[src/rtl/bp_pkg.sv]
// rtl/bp_pkg.sv - shared defaults, entry record and saturating-increment helper
package bp_pkg;

  localparam int PC_W_DEFAULT  = 8;
  localparam int CNT_W_DEFAULT = 16;

  typedef struct packed {
    logic [PC_W_DEFAULT-1:0] pc;
    logic                    taken;
  } bp_entry_t;

  // Increments v, but holds at the all-ones value of a w-bit counter (w <= 32).
  function automatic logic [31:0] sat_inc(input logic [31:0] v, input int unsigned w);
    logic [31:0] max_v;
    max_v = (w >= 32) ? 32'hFFFF_FFFF : ((32'd1 << w) - 32'd1);
    return (v == max_v) ? v : v + 32'd1;
  endfunction

endpackage

[src/rtl/bp_fifo.sv]
// rtl/bp_fifo.sv - circular prediction buffer with push, pop and flush
module bp_fifo
  import bp_pkg::*;
#(
  parameter int  DEPTH   = 4,
  parameter type entry_t = bp_entry_t,
  localparam int AW      = $clog2(DEPTH)
) (
  input  logic        clk,
  input  logic        rst,
  input  logic        push,
  input  logic        pop,
  input  logic        flush,
  input  entry_t      wdata,
  output entry_t      rdata,
  output logic        empty,
  output logic        full,
  output logic [AW:0] count
);

  entry_t          mem [DEPTH];
  logic   [AW-1:0] head;
  logic   [AW-1:0] tail;
  logic            push_eff;

  // A flush drops everything, including anything pushed in the same cycle.
  assign push_eff = push && !flush;

  always_ff @(posedge clk) begin
    if (push_eff) begin
      mem[tail] <= wdata;
    end
  end

  always_ff @(posedge clk) begin
    if (rst) begin
      head  <= '0;
      tail  <= '0;
      count <= '0;
    end else begin
      if (push_eff) begin
        tail <= tail + 1'b1;
      end
      if (flush) begin
        head  <= tail;
        count <= '0;
      end else begin
        if (pop) begin
          head <= head + 1'b1;
        end
        count <= count + (AW+1)'(push_eff) - (AW+1)'(pop);
      end
    end
  end

  assign rdata = mem[head];
  assign empty = (count == '0);
  assign full  = (count == (AW+1)'(DEPTH));

endmodule

[src/rtl/branch_resolve_queue.sv]
// rtl/branch_resolve_queue.sv - in-order prediction tracking, resolve compare and predictor feedback
module branch_resolve_queue
  import bp_pkg::*;
#(
  parameter int DEPTH = 4,
  parameter int PC_W  = PC_W_DEFAULT,
  parameter int CNT_W = CNT_W_DEFAULT
) (
  input  logic             clk,
  input  logic             rst,
  input  logic             pred_valid,
  input  logic             pred_taken,
  input  logic [PC_W-1:0]  pred_pc,
  output logic             pred_ready,
  input  logic             res_valid,
  input  logic             res_taken,
  output logic             fb_valid,
  output logic             fb_taken,
  output logic             mispredict,
  output logic [PC_W-1:0]  mispredict_pc,
  output logic             err_orphan,
  output logic             empty,
  output logic             full,
  output logic [CNT_W-1:0] resolved_cnt,
  output logic [CNT_W-1:0] miss_cnt
);

  localparam int AW = $clog2(DEPTH);

  typedef struct packed {
    logic [PC_W-1:0] pc;
    logic            taken;
  } entry_t;

  entry_t      head_e;
  entry_t      new_e;
  logic [AW:0] occupancy;
  logic        res_acc;
  logic        is_miss;
  logic        push_acc;

  assign pred_ready = !full;
  assign new_e      = '{pc: pred_pc, taken: pred_taken};
  assign res_acc    = res_valid && (occupancy != '0);
  assign is_miss    = res_acc && (head_e.taken != res_taken);
  assign push_acc   = pred_valid && pred_ready;

  bp_fifo #(
    .DEPTH   (DEPTH),
    .entry_t (entry_t)
  ) u_fifo (
    .clk   (clk),
    .rst   (rst),
    .push  (push_acc),
    .pop   (res_acc && !is_miss),
    .flush (is_miss),
    .wdata (new_e),
    .rdata (head_e),
    .empty (empty),
    .full  (full),
    .count (occupancy)
  );

  always_ff @(posedge clk) begin
    if (rst) begin
      fb_valid      <= 1'b0;
      fb_taken      <= 1'b0;
      mispredict    <= 1'b0;
      mispredict_pc <= '0;
      err_orphan    <= 1'b0;
      resolved_cnt  <= '0;
      miss_cnt      <= '0;
    end else begin
      fb_valid   <= res_acc;
      fb_taken   <= res_acc && res_taken;
      mispredict <= is_miss;
      err_orphan <= res_valid && (occupancy == '0);
      if (res_acc) begin
        resolved_cnt <= CNT_W'(sat_inc(32'(resolved_cnt), CNT_W));
      end
      if (is_miss) begin
        mispredict_pc <= head_e.pc;
        miss_cnt      <= CNT_W'(sat_inc(32'(miss_cnt), CNT_W));
      end
    end
  end

endmodule

[config.mk]
export PLATFORM = sky130hd
export DESIGN_NAME = branch_resolve_queue
export DESIGN_NICKNAME = d
export VERILOG_FILES = /design/src/rtl/bp_pkg.sv /design/src/rtl/bp_fifo.sv /design/src/rtl/branch_resolve_queue.sv
export SDC_FILE = /design/constraint.sdc
export NUM_CORES = 1
export LEC_CHECK = 0
export CORE_MARGIN = 1
export CORE_UTILIZATION = 39
export CTS_CLUSTER_SIZE = 20
export DETAILED_ROUTE_END_ITERATION = 10
export PLACE_DENSITY = 0.63
export SYNTH_ARGS = -nofsm -noshare
export SYNTH_HDL_FRONTEND = slang
export SYNTH_SLANG_ARGS = --single-unit
[constraint.sdc]
create_clock -name clk -period 4.52 [get_ports clk]
set_clock_uncertainty 0.05 [all_clocks]
set_input_delay 0.678 -clock clk [delete_from_list [all_inputs] [get_ports clk]]
set_output_delay 0.678 -clock clk [all_outputs]
set_load 0.02 [all_outputs]
# Word level (Yosys, flattened, before mapping)

Memory sizes are Yosys's and may differ from the RTL's. A register that Yosys moved wholly into a read port is not among the register bits.
Index checks and enable logic that the tools add are counted.

Memories: 1
Input port bits: 14
Logic and storage cells: 44
Memory bits (writable): 36
Bits in registers: 51

Memory list:

| name       | depth | bits a word | rd ports | clocked after memory_dff | write ports | line          | text |
|---|---|---|---|---|---|---|---|
| u_fifo.mem | 4     | 9           | 1        | 1                        | 1           | bp_fifo.sv:21 | `entry_t mem [DEPTH];` |

Equal/unequal tests: 4
Reductions and logical operators: 15
Add/subtract/negate cells: 6
Bitwise logic cells: 2
Multiplexer cells: 6

Operators with widths:

| kind                  | count |
|---|---|
| $add 16x1->16 const B | 2 |
| $eq 16x16->1 const B  | 2 |
| $mux 2                | 4 |
| $logic_and 1x1->1     | 7 |
| $add 2x1->2 const B   | 2 |
| $reduce_and 2->1      | 2 |
| $add 3x1->3           | 1 |
| $eq 3x3->1 const B    | 1 |
| $logic_not 3->1       | 1 |
| $reduce_bool 3->1     | 1 |
| $sub 3x1->3           | 1 |
| $logic_not 1->1       | 2 |
| $mux 1                | 2 |
| $not 1->1             | 2 |
| $reduce_bool 2->1     | 1 |
| $reduce_or 2->1       | 1 |
| $ne 1x1->1            | 1 |

# Logic depth before layout (Yosys ltp)

Gate-level depths: netlist of the first run.

Depth in word-level cells: 9
Mapped depth: 13
Mapped depth without buffers: 10

# Cells and area by module

Synthesis of the first run repeated with hierarchy kept, for this count alone.

Cell total of the unflattened synthesis: 346
Area, all modules: 3,933.8 um^2

By module, submodules not included:

| module               | cells each | seq. area each (um^2) | area each (um^2) | times used |
|---|---|---|---|---|
| branch_resolve_queue | 252        | 880.8                 | 2,167.1          | 1 |
| bp_fifo              | 94         | 1,261.2               | 1,766.7          | 1 |

# Worst setup path before layout of the first run

No wires, ideal clock.

Path type: register to register
From: reg with a tool-made name
To: reg u_fifo.count[2]
Stages on the path, launching flop included: 14
Setup slack: 1,557 ps
Setup time: 115 ps
Arrival time: 2,798 ps
Path through: dfxtp_1 buf_6 mux4_2 xnor2_2 buf_6 buf_6 and2_1 ha_1 inv_1 ha_1 fa_1 xnor2_1 xnor2_1 and2_1

RTL lines:

| element                | line          | text |
|---|---|---|
| end signal: assignment | bp_fifo.sv:51 | `count <= count + (AW+1)'(push_eff) - (AW+1)'(pop);` |
| end: declaration       | bp_fifo.sv:18 | `output logic [AW:0] count` |

==> run metrics, run 1 <==
Core Area just under 10000 um2; P per Cell Area approximately 430 nW/um2; share of layout cells above drive strength 1 7.69%; total global-route track usage 15.8%; max-slew violations 0; most frequent cells in the layout clkdlybuf4s50_1 (60), dfxtp_1 (53), edfxtp_1 (36), nand2_1 (20); gr ovfl total 0; RSZ-0062 raised after global routing no; Worst Tran Pin Value 1.06 ns; Flop pwr share 48.2%; 1st-iter DRT viols 76; # rows 36; Antenna Violating Nets Remaining 0; Leak 1.64 nW; die width 103 um; synthesized area between 4000 and 5000 um2; Fin. Hold Viols 0; Net Sw Power 0.701 mW; Hold Crit Start mispredict_pc[3]$_SDFFE_PP0P_; EDFF count, synth 36; Max-slew headroom 29.5%; Reg area around 2100 um2; Top Ports 61; ANT cells 0; Layout area overhead 21.7%; starting density of the core 40.7%; CP startpoint kind flip-flop; Yosys reg bits 89; commonest non-fill, non-tap cell in the layout clkdlybuf4s50_1; total negative slack 0 ns; htree depth 3; Setup Fix Bufs, Post-CTS 0; Nets 421; Via Count 2891; FF-to-FF path depth 11; area of the multi-input gates 1720 um2; clk sinks 89; max cap viols 0; Bufs on Longest Clock Path 2; Arr. time, crit path 3.48 ns; FMAX ~310 MHz; Syn Area/Cell 11.8 um2; Tcrit/Tclk final 72.3%; Syn Inst Count 340; fin crit period 3.27 ns; final hold slack between 0.4 and 0.5 ns; reg2reg end u_fifo.count[2]$_SDFF_PP0_; CTS buffer count 9; clock-pin slew on the worst setup and hold paths 0.10 ns; initial antenna violation count 0; worst vdd ir about 0.17 mV; Yosys Warn Count 0; Vias per Instance 5.39; die height 103 um; Total Power 2.09 mW; Initial DRT Pass Iterations 4; Clk pwr share 25.5%; Seq/Total Area, Yosys 53.4%; placed inst area 4690 um2; global-route wire length before repair 12600 um; Root Driver clkbuf_8; sw frac 33.5%; post-cts sizing count 0; # DRC 0; fin util 49.5%; DP Wirelength 5560 um; CTS tree done; ys async rst share 0%; WHS Path Cells 1; Hold WC Path Type flip-flop to flip-flop; Crit Path Category flip-flop to flip-flop; Synth cell types 46; port buffer count 60; routability congestion estimate between 0.7 and 0.8; worst-skew pair later-pin latency 0.36 ns; r2r setup slk 1.25 ns; WL/cell 15.1 um; Worst Setup End Kind flip-flop; final setup violation count 0; filler instances 866; CP required 4.73 ns; hold endpoint mispredict_pc[3]$_SDFFE_PP0P_; vias in the first global route 2643; Die ar. 10700 um2; drt total wl about 8000 um; combinational share of power approximately a quarter; final instance area 4880 um2; largest net degree at the start of global routing 49; status complete, no violations; Main synth FF type dfxtp_1; Syn Nets 363; Critical Path Fanout Max 32; CTS Hold Bufs 0; Internal 1.39 mW
cell usage after synthesis, types with 3 or more instances:
library cell / count / area [um2]
or4_1: 13 / 97.6
nor3_1: 5 / 25.0
dfxtp_1: 53 / 1060
nand4_1: 12 / 75.1
inv_1: 12 / 45.0
mux4_1: 8 / 210
clkbuf_1: 5 / 18.8
nand3_1: 10 / 50.1
nor2b_1: 13 / 81.3
or3_1: 3 / 18.8
nor4_1: 11 / 68.8
nor2_1: 19 / 71.3
and2_1: 10 / 62.6
ha_1: 8 / 100
mux2i_1: 3 / 30.0
and3_1: 4 / 25.0
o41ai_1: 3 / 26.3
and4_1: 5 / 43.8
mux2_2: 7 / 78.8
edfxtp_1: 36 / 1080
o31ai_1: 12 / 90.1
buf_6: 7 / 78.8
nand2_1: 20 / 75.1
a22o_1: 8 / 70.1
mux2_1: 8 / 90.1
a21oi_1: 19 / 95.1
registers in the layout, summed over array words and instances (netlist names), named ones only:
signal / count
mispredict_pc: 8
err_orphan: 1
mispredict: 1
u_fifo.tail: 2
miss_cnt: 16
fb_taken: 1
resolved_cnt: 16
u_fifo.mem: 36
u_fifo.count: 3
u_fifo.head: 2
fb_valid: 1
logic make-up after synthesis:
group / count (synthesis) / share of synthesized area (%)
simple gates: 129 / 18.3
flops: 89 / 53.4
compound gates: 55 / 9.54
fa+ha+maj: 9 / 2.99
xor+xnor: 3 / 0.842
buf+inv: 28 / 4.18
mux: 27 / 10.8
worst max-delay path by stage:
stage                     startpoint                          to  slack [ns]  cells past startpoint
after floorplan            flip-flop  u_fifo.count[2]$_SDFF_PP0_        1.56                     13
after global placement     flip-flop  u_fifo.count[2]$_SDFF_PP0_        1.29                     11
after detailed placement   flip-flop  u_fifo.count[2]$_SDFF_PP0_        1.23                     11
after CTS                  flip-flop  u_fifo.count[2]$_SDFF_PP0_        1.22                     11
after global routing       flip-flop  u_fifo.count[2]$_SDFF_PP0_        1.04                     11
final                      flip-flop  u_fifo.count[2]$_SDFF_PP0_        1.25                     11
through the flow:
stage	instances	setup WS, ns
after floorplan	340	1.56
after global placement	520	1.29
after detailed placement	520	1.23
after CTS	536	1.22
after global routing	536	1.04
final	536	1.25
final cells by class:
| type | instances | area share (%) |
|---|---|---|
| inverters | 12 | 0.922 |
| repair buffers | 63 | 12.8 |
| multi-input cells | 223 | 35.2 |
| clock buffers | 9 | 2.54 |
| clock inverters | 7 | 1.36 |
| flip-flops and latches | 89 | 43.9 |
| well taps | 133 | 3.41 |
metal layers:
metal | wire (um) | vias to the layer above | share of wire (%) | GRT usage (%)
met5 | 0 | - | 0 | 0
met4 | 143 | 0 | 1.8 | 6.83
met3 | 291 | 11 | 3.6 | 3.29
met2 | 3920 | 58 | 49 | 25.9
met1 | 3720 | 1393 | 46 | 20.3
li1 | - | 1429 | - | -
power by group through the flow:
stage          combinational [mW]  sequential, mW  clock (mW)
2_1_floorplan               0.392            1.02           0
3_3_place_gp                0.541            1.03           0
3_5_place_dp                0.556            1.03           0
4_1_cts                     0.558            1.01       0.547
5_1_grt                     0.614            1.02       0.580
6_report                    0.550            1.01       0.535
worst max-delay path: stages (launching register included):
cell and delay, ns:
dfxtp_1 0.65, mux4_2 0.60, xnor2_2 0.14, buf_4 0.23
and2_1 0.19, ha_1 0.26, inv_1 0.04, ha_1 0.19
fa_1 0.39, xnor2_1 0.15, xnor2_1 0.12, and2_1 0.14
Power figures use the tool's default switching activity.
==> run 2: changes to the inputs <==
--- a/config.mk
+++ b/config.mk
@@ -9,7 +9,7 @@
 export CORE_UTILIZATION = 39
 export CTS_CLUSTER_SIZE = 20
 export DETAILED_ROUTE_END_ITERATION = 10
-export PLACE_DENSITY = 0.63
+export PLACE_DENSITY = 0.65
 export SYNTH_ARGS = -nofsm -noshare
 export SYNTH_HDL_FRONTEND = slang
 export SYNTH_SLANG_ARGS = --single-unit
==> constraint.sdc (replaced) <==
create_clock -name clk -period 3 [get_ports clk]
set_clock_uncertainty 0.05 [all_clocks]
set_input_delay 0.45 -clock clk [delete_from_list [all_inputs] [get_ports clk]]
set_output_delay 0.45 -clock clk [all_outputs]
set_load 0.02 [all_outputs]
==> run 2 against run 1 <==
Worst hold slack got worse by 0.012 ns. Clock power rose by 58%. Count of clock-buffer cells in the layout did not move. Sequential share of layout area fell by 0.67 points. Sequential power rose by 49%. Routed wire length rose by 3.5%. Utilization rose by 0.77 points. Via count rose by 2.6%. First-iteration DRC count rose by 80%. Register-to-register slack got worse by 0.93 ns. Final area rose by 1.6%. Flip-flop and latch count did not move.
==> run metrics, run 2 (synthesis gave the netlist of run 1 again) <==
Via Count 2965 (was 2891); CTS tree done (unchanged); most frequent cells in the layout clkdlybuf4s50_1 (60), dfxtp_1 (53), edfxtp_1 (36), nand2_1 (20) (unchanged); # DRC 0 (unchanged); CP startpoint kind flip-flop (unchanged); final setup violation count 0 (unchanged); CTS buffer count 9 (unchanged); FMAX 373 MHz (was 306 MHz); CTS Hold Bufs 0 (unchanged); Placed Instances 529 (was 520); Crit path depth 10 (was 11); max FFs per register 36 (unchanged); Antenna Violating Nets Remaining 0 (unchanged); fin crit period 2.68 ns (was 3.27 ns); Arr. time, crit path 2.91 ns (was 3.48 ns); port buffer count 60 (unchanged); total negative slack 0 ns (unchanged); P per Cell Area 654 nW/um2 (was 429 nW/um2); global-route wire length before repair 13600 um (was 12600 um); worst setup margin 0.320 ns (was 1.25 ns); htree depth 3 (unchanged); Critical Path Fanout Max 3 (was 32); clk sinks 89 (unchanged); Crit Path Category flip-flop to flip-flop (unchanged); Total Power 3.24 mW (was 2.09 mW); drt total wl 8350 um (was 8070 um); Die ar. 10700 um2 (unchanged); post-cts sizing count 0 (unchanged); Non-Filler Instances 545 (was 536); Worst path max stage delay 0.53 ns (was 0.65 ns); starting density of the core 40.7% (unchanged); status complete, no violations (unchanged); r2r setup slk 0.32 ns (was 1.25 ns); Max-slew headroom 48.4% (was 29.5%); Core Area 9860 um2 (unchanged); Setup Fix Bufs, Post-CTS 0 (unchanged); worst vdd ir 0.324 mV (was 0.172 mV); Regs by FF count u_fifo.mem (36), miss_cnt (16), resolved_cnt (16) (unchanged); delay-heaviest family, CP adder cells (unchanged); max-slew violations 0 (unchanged); Worst Setup End Kind flip-flop (unchanged); commonest non-fill, non-tap cell in the layout clkdlybuf4s50_1 (unchanged); Fin. Hold Viols 0 (unchanged); final hold slack 0.439 ns (was 0.450 ns); die height 103 um (unchanged); RSZ-0062 raised after global routing no (unchanged); final instance area 4960 um2 (was 4880 um2); CP required 3.23 ns (was 4.73 ns); WL/cell 15.3 um (was 15.1 um); DP Wirelength 5720 um (was 5560 um); FF-to-FF path depth 10 (was 11); ANT cells 0 (unchanged); vias in the first global route 2871 (was 2643); Bufs on Longest Clock Path 2 (unchanged); Tcrit/Tclk final 89.3% (was 72.3%); Hold WC Path Type flip-flop to flip-flop (unchanged); Leak 1.69 nW (was 1.64 nW); share of layout cells above drive strength 1 9.47% (was 7.69%); total global-route track usage 16.9% (was 15.8%); slowest CP cell mux4_2 (was dfxtp_1); largest net degree at the start of global routing 48 (was 49); Worst Tran Pin Value 0.767 ns (was 1.06 ns); WHS Path Cells 1 (unchanged); Nets 430 (was 421); routability congestion estimate 0.777 (was 0.757); crit-path cells mux4_2 > xnor2_2 > and2_1 > ha_1 > inv_1 > ha_1 > fa_1 > xnor2_1 > xnor2_1 > and2_1 (was mux4_2 > xnor2_2 > buf_4 > and2_1 > ha_1 > inv_1 > ha_1 > fa_1 > xnor2_1 > xnor2_1 > and2_1); die width 103 um (unchanged); Top Ports 61 (unchanged); placed inst area 4760 um2 (was 4690 um2); max cap viols 0 (unchanged); Initial DRT Pass Iterations 4 (unchanged); 1st-iter DRT viols 137 (was 76); initial antenna violation count 0 (unchanged); fin util 50.3% (was 49.5%); Root Driver clkbuf_8 (unchanged); worst-skew pair later-pin latency 0.37 ns (was 0.36 ns); Reg with most FFs u_fifo.mem (unchanged); clock-pin slew on the worst setup and hold paths 0.09 ns (was 0.10 ns); gr ovfl total 0 (unchanged); # rows 36 (unchanged); Layout area overhead 23.6% (was 21.7%); CP Buf/Inv Count 1 (was 2); pre-CTS setup slack 0.237 ns (was 1.23 ns); Vias per Instance 5.44 (was 5.39)
==> run 2: path summary, 6_finish.rpt <==
| kind | startpoint | to |
|---|---|---|
| min reg2reg | mispredict_pc[5]$_SDFFE_PP0P_ | mispredict_pc[5]$_SDFFE_PP0P_ |
| max | flip-flop | u_fifo.count[2]$_SDFF_PP0_ |
| max reg2reg | flip-flop | u_fifo.count[2]$_SDFF_PP0_ |
| min | mispredict_pc[5]$_SDFFE_PP0P_ | mispredict_pc[5]$_SDFFE_PP0P_ |
==> run 2: layout make-up <==
type	instances	area, um2
well taps	133	166
inverters	12	45.0
clock buffers	9	124
fillers	861	4900
clock inverters	7	75.1
repair buffers	72	691
multi-input cells	223	1720
flip-flops and latches	89	2140
==> run 2: routing by layer <==
| layer | vias up | GRT usage (%) | wire, um |
|---|---|---|---|
| li1 | 1438 | - | - |
| met1 | 1457 | 21.4 | 3840 |
| met2 | 60 | 27.4 | 4040 |
| met3 | 10 | 3.70 | 338 |
| met4 | 0 | 8.34 | 125 |
| met5 | - | 0 | 0 |
==> run 2: power by group <==
| part | switching [mW] | internal (mW) |
|---|---|---|
| Clock | 0.453 | 0.391 |
| Sequential | 0.0920 | 1.41 |
| Combinational | 0.496 | 0.403 |
==> run 3: changes to the inputs <==
--- a/config.mk
+++ b/config.mk
@@ -6,10 +6,10 @@
 export NUM_CORES = 1
 export LEC_CHECK = 0
 export CORE_MARGIN = 1
-export CORE_UTILIZATION = 39
+export CORE_UTILIZATION = 40
 export CTS_CLUSTER_SIZE = 20
 export DETAILED_ROUTE_END_ITERATION = 10
-export PLACE_DENSITY = 0.65
+export PLACE_DENSITY = 0.66
 export SYNTH_ARGS = -nofsm -noshare
 export SYNTH_HDL_FRONTEND = slang
 export SYNTH_SLANG_ARGS = --single-unit
==> run 3 against run 2 <==
Utilization rose by 0.53 points. Clock power fell by 2%. Worst hold slack improved by 0.0051 ns. Register-to-register slack improved by 0.02 ns. Cell count fell by 0.37%. Sequential share of layout area rose by 0.14 points. Final area fell by 0.33%. Global-route usage fell by 0.51 points. Critical path type unchanged. Largest cell class unchanged. Largest power group unchanged.
==> run metrics, run 3 (synthesis gave the netlist of run 1 again) <==
status complete, no violations (unchanged); max-slew violations 0 (unchanged); post-cts sizing count 0 (unchanged); slowest CP cell mux4_2 (unchanged); htree depth 3 (unchanged); clock-pin slew on the worst setup and hold paths 0.10 ns (was 0.09 ns); routability congestion estimate 0.847 (was 0.777); max FFs per register 36 (unchanged); clk sinks 89 (unchanged); Reg with most FFs u_fifo.mem (unchanged); max cap viols 0 (unchanged); DP Wirelength 5560 um (was 5720 um); total negative slack 0 ns (unchanged); ANT cells 0 (unchanged); sw frac 33.4% (was 32.1%); Net Sw Power 1.07 mW (was 1.04 mW); Vias per Instance 5.31 (was 5.44); Core Area 9730 um2 (was 9860 um2); Internal 2.14 mW (was 2.20 mW); Via Count 2886 (was 2965); Top Ports 61 (unchanged); Placed Instances 527 (was 529); Bufs on Longest Clock Path 2 (unchanged); FF-to-FF path depth 10 (unchanged); Initial DRT Pass Iterations 4 (unchanged); CP required 3.22 ns (was 3.23 ns); fin crit period 2.66 ns (was 2.68 ns); delay-heaviest family, CP adder cells (unchanged); Tcrit/Tclk final 88.6% (was 89.3%); worst vdd ir 0.350 mV (was 0.324 mV); final setup violation count 0 (unchanged); vias in the first global route 2682 (was 2871); Nets 428 (was 430); initial antenna violation count 0 (unchanged); Fin. Hold Viols 0 (unchanged); Max-slew headroom 66.4% (was 48.4%); CTS tree done (unchanged); Arr. time, crit path 2.88 ns (was 2.91 ns); P per Cell Area 649 nW/um2 (was 654 nW/um2); Worst Setup End Kind flip-flop (unchanged); CTS Hold Bufs 0 (unchanged); RSZ-0062 raised after global routing no (unchanged); # rows 36 (unchanged); Hold WC Path Type flip-flop to flip-flop (unchanged); commonest non-fill, non-tap cell in the layout clkdlybuf4s50_1 (unchanged); Worst path max stage delay 0.54 ns (was 0.53 ns); CP startpoint kind flip-flop (unchanged); Crit path depth 10 (unchanged); Die ar. 10400 um2 (was 10700 um2); combinational share of power 27.6% (was 27.7%); Worst Tran Pin Value 0.503 ns (was 0.767 ns); most frequent cells in the layout clkdlybuf4s50_1 (60), dfxtp_1 (53), edfxtp_1 (36), nand2_1 (20) (unchanged); 1st-iter DRT viols 93 (was 137); CP Buf/Inv Count 1 (unchanged); largest net degree at the start of global routing 48 (unchanged); Leak 1.69 nW (about the same); Non-Filler Instances 543 (was 545); total global-route track usage 16.4% (was 16.9%); Hold Crit Start mispredict_pc[2]$_SDFFE_PP0P_ (was mispredict_pc[5]$_SDFFE_PP0P_); gr ovfl total 0 (unchanged); port buffer count 60 (unchanged); Clk pwr share 25.7% (was 26.0%); FMAX 376 MHz (was 373 MHz); Setup Fix Bufs, Post-CTS 0 (unchanged); Layout area overhead 23.2% (was 23.6%); Antenna Violating Nets Remaining 0 (unchanged); Flop pwr share 46.8% (was 46.3%); starting density of the core 41.3% (was 40.7%); Critical Path Fanout Max 3 (unchanged); worst-skew pair later-pin latency 0.37 ns (about the same); CTS buffer count 9 (unchanged); # DRC 0 (unchanged); crit-path cells mux4_2 > xnor2_2 > and2_1 > ha_1 > inv_1 > ha_1 > fa_1 > xnor2_1 > xnor2_1 > and2_1 (unchanged); Regs by FF count u_fifo.mem (36), miss_cnt (16), resolved_cnt (16) (unchanged); Crit Path Category flip-flop to flip-flop (unchanged); global-route wire length before repair 12900 um (was 13600 um); Root Driver clkbuf_8 (unchanged); drt total wl 8160 um (was 8350 um); WL/cell 15.0 um (was 15.3 um); die height 102 um (was 103 um); WHS Path Cells 1 (unchanged); die width 102 um (was 103 um); share of layout cells above drive strength 1 9.27% (was 9.47%)
run 3: changes by cell type in the layout (fill, tap and decap cells not counted), sizes merged:
| cell | delta |
|---|---|
| inv | +3 |
| buf | -2 |
| clkinvlp | -2 |
| bufinv | -1 |
run 3: stage by stage:
step	util (%)	instance area (um2)	hold WS [ns]	power [mW]	setup WS, ns
3_3_place_gp	48.8	4750	0.412	2.40	0.288
5_1_grt	50.8	4940	0.477	3.39	0.226
6_report	50.8	4940	0.444	3.21	0.342
2_1_floorplan	-	4010	0.422	2.13	0.0370
3_5_place_dp	48.8	4750	0.416	2.42	0.251
4_1_cts	50.8	4940	0.448	3.24	0.319
run 3: final timing paths:
path                                         to  slack [ns]
setup reg to reg     u_fifo.count[2]$_SDFF_PP0_        0.34
hold reg to reg   mispredict_pc[2]$_SDFFE_PP0P_        0.44
hold / removal    mispredict_pc[2]$_SDFFE_PP0P_        0.44
setup / recovery     u_fifo.count[2]$_SDFF_PP0_        0.34
run 3: power by group through the flow:
stage / Combinational [mW] / Clock (mW) / Sequential (mW)
floorplan: 0.590 / 0 / 1.54
finish: 0.886 / 0.824 / 1.50
global placement: 0.876 / 0 / 1.52
detailed placement: 0.892 / 0 / 1.53
global route: 0.975 / 0.901 / 1.52
CTS: 0.895 / 0.847 / 1.50
run 3: final cells by class:
class | instances | area, um2
fill | 869 | 4780
sequential | 89 | 2140
multi-input combinational | 223 | 1720
timing repair buffer | 70 | 676
tap | 133 | 166
clock buffer | 9 | 124
clock inverter | 7 | 73.8
inverter | 12 | 45.0
run 3: metal layers:
| metal | GRT usage (%) | vias to the layer above | wire length, um |
|---|---|---|---|
| met5 | 0 | - | 0 |
| met1 | 20.6 | 1393 | 3840 |
| li1 | - | 1435 | - |
| met3 | 3.63 | 9 | 249 |
| met4 | 7.03 | 0 | 118 |
| met2 | 27.3 | 49 | 3950 |
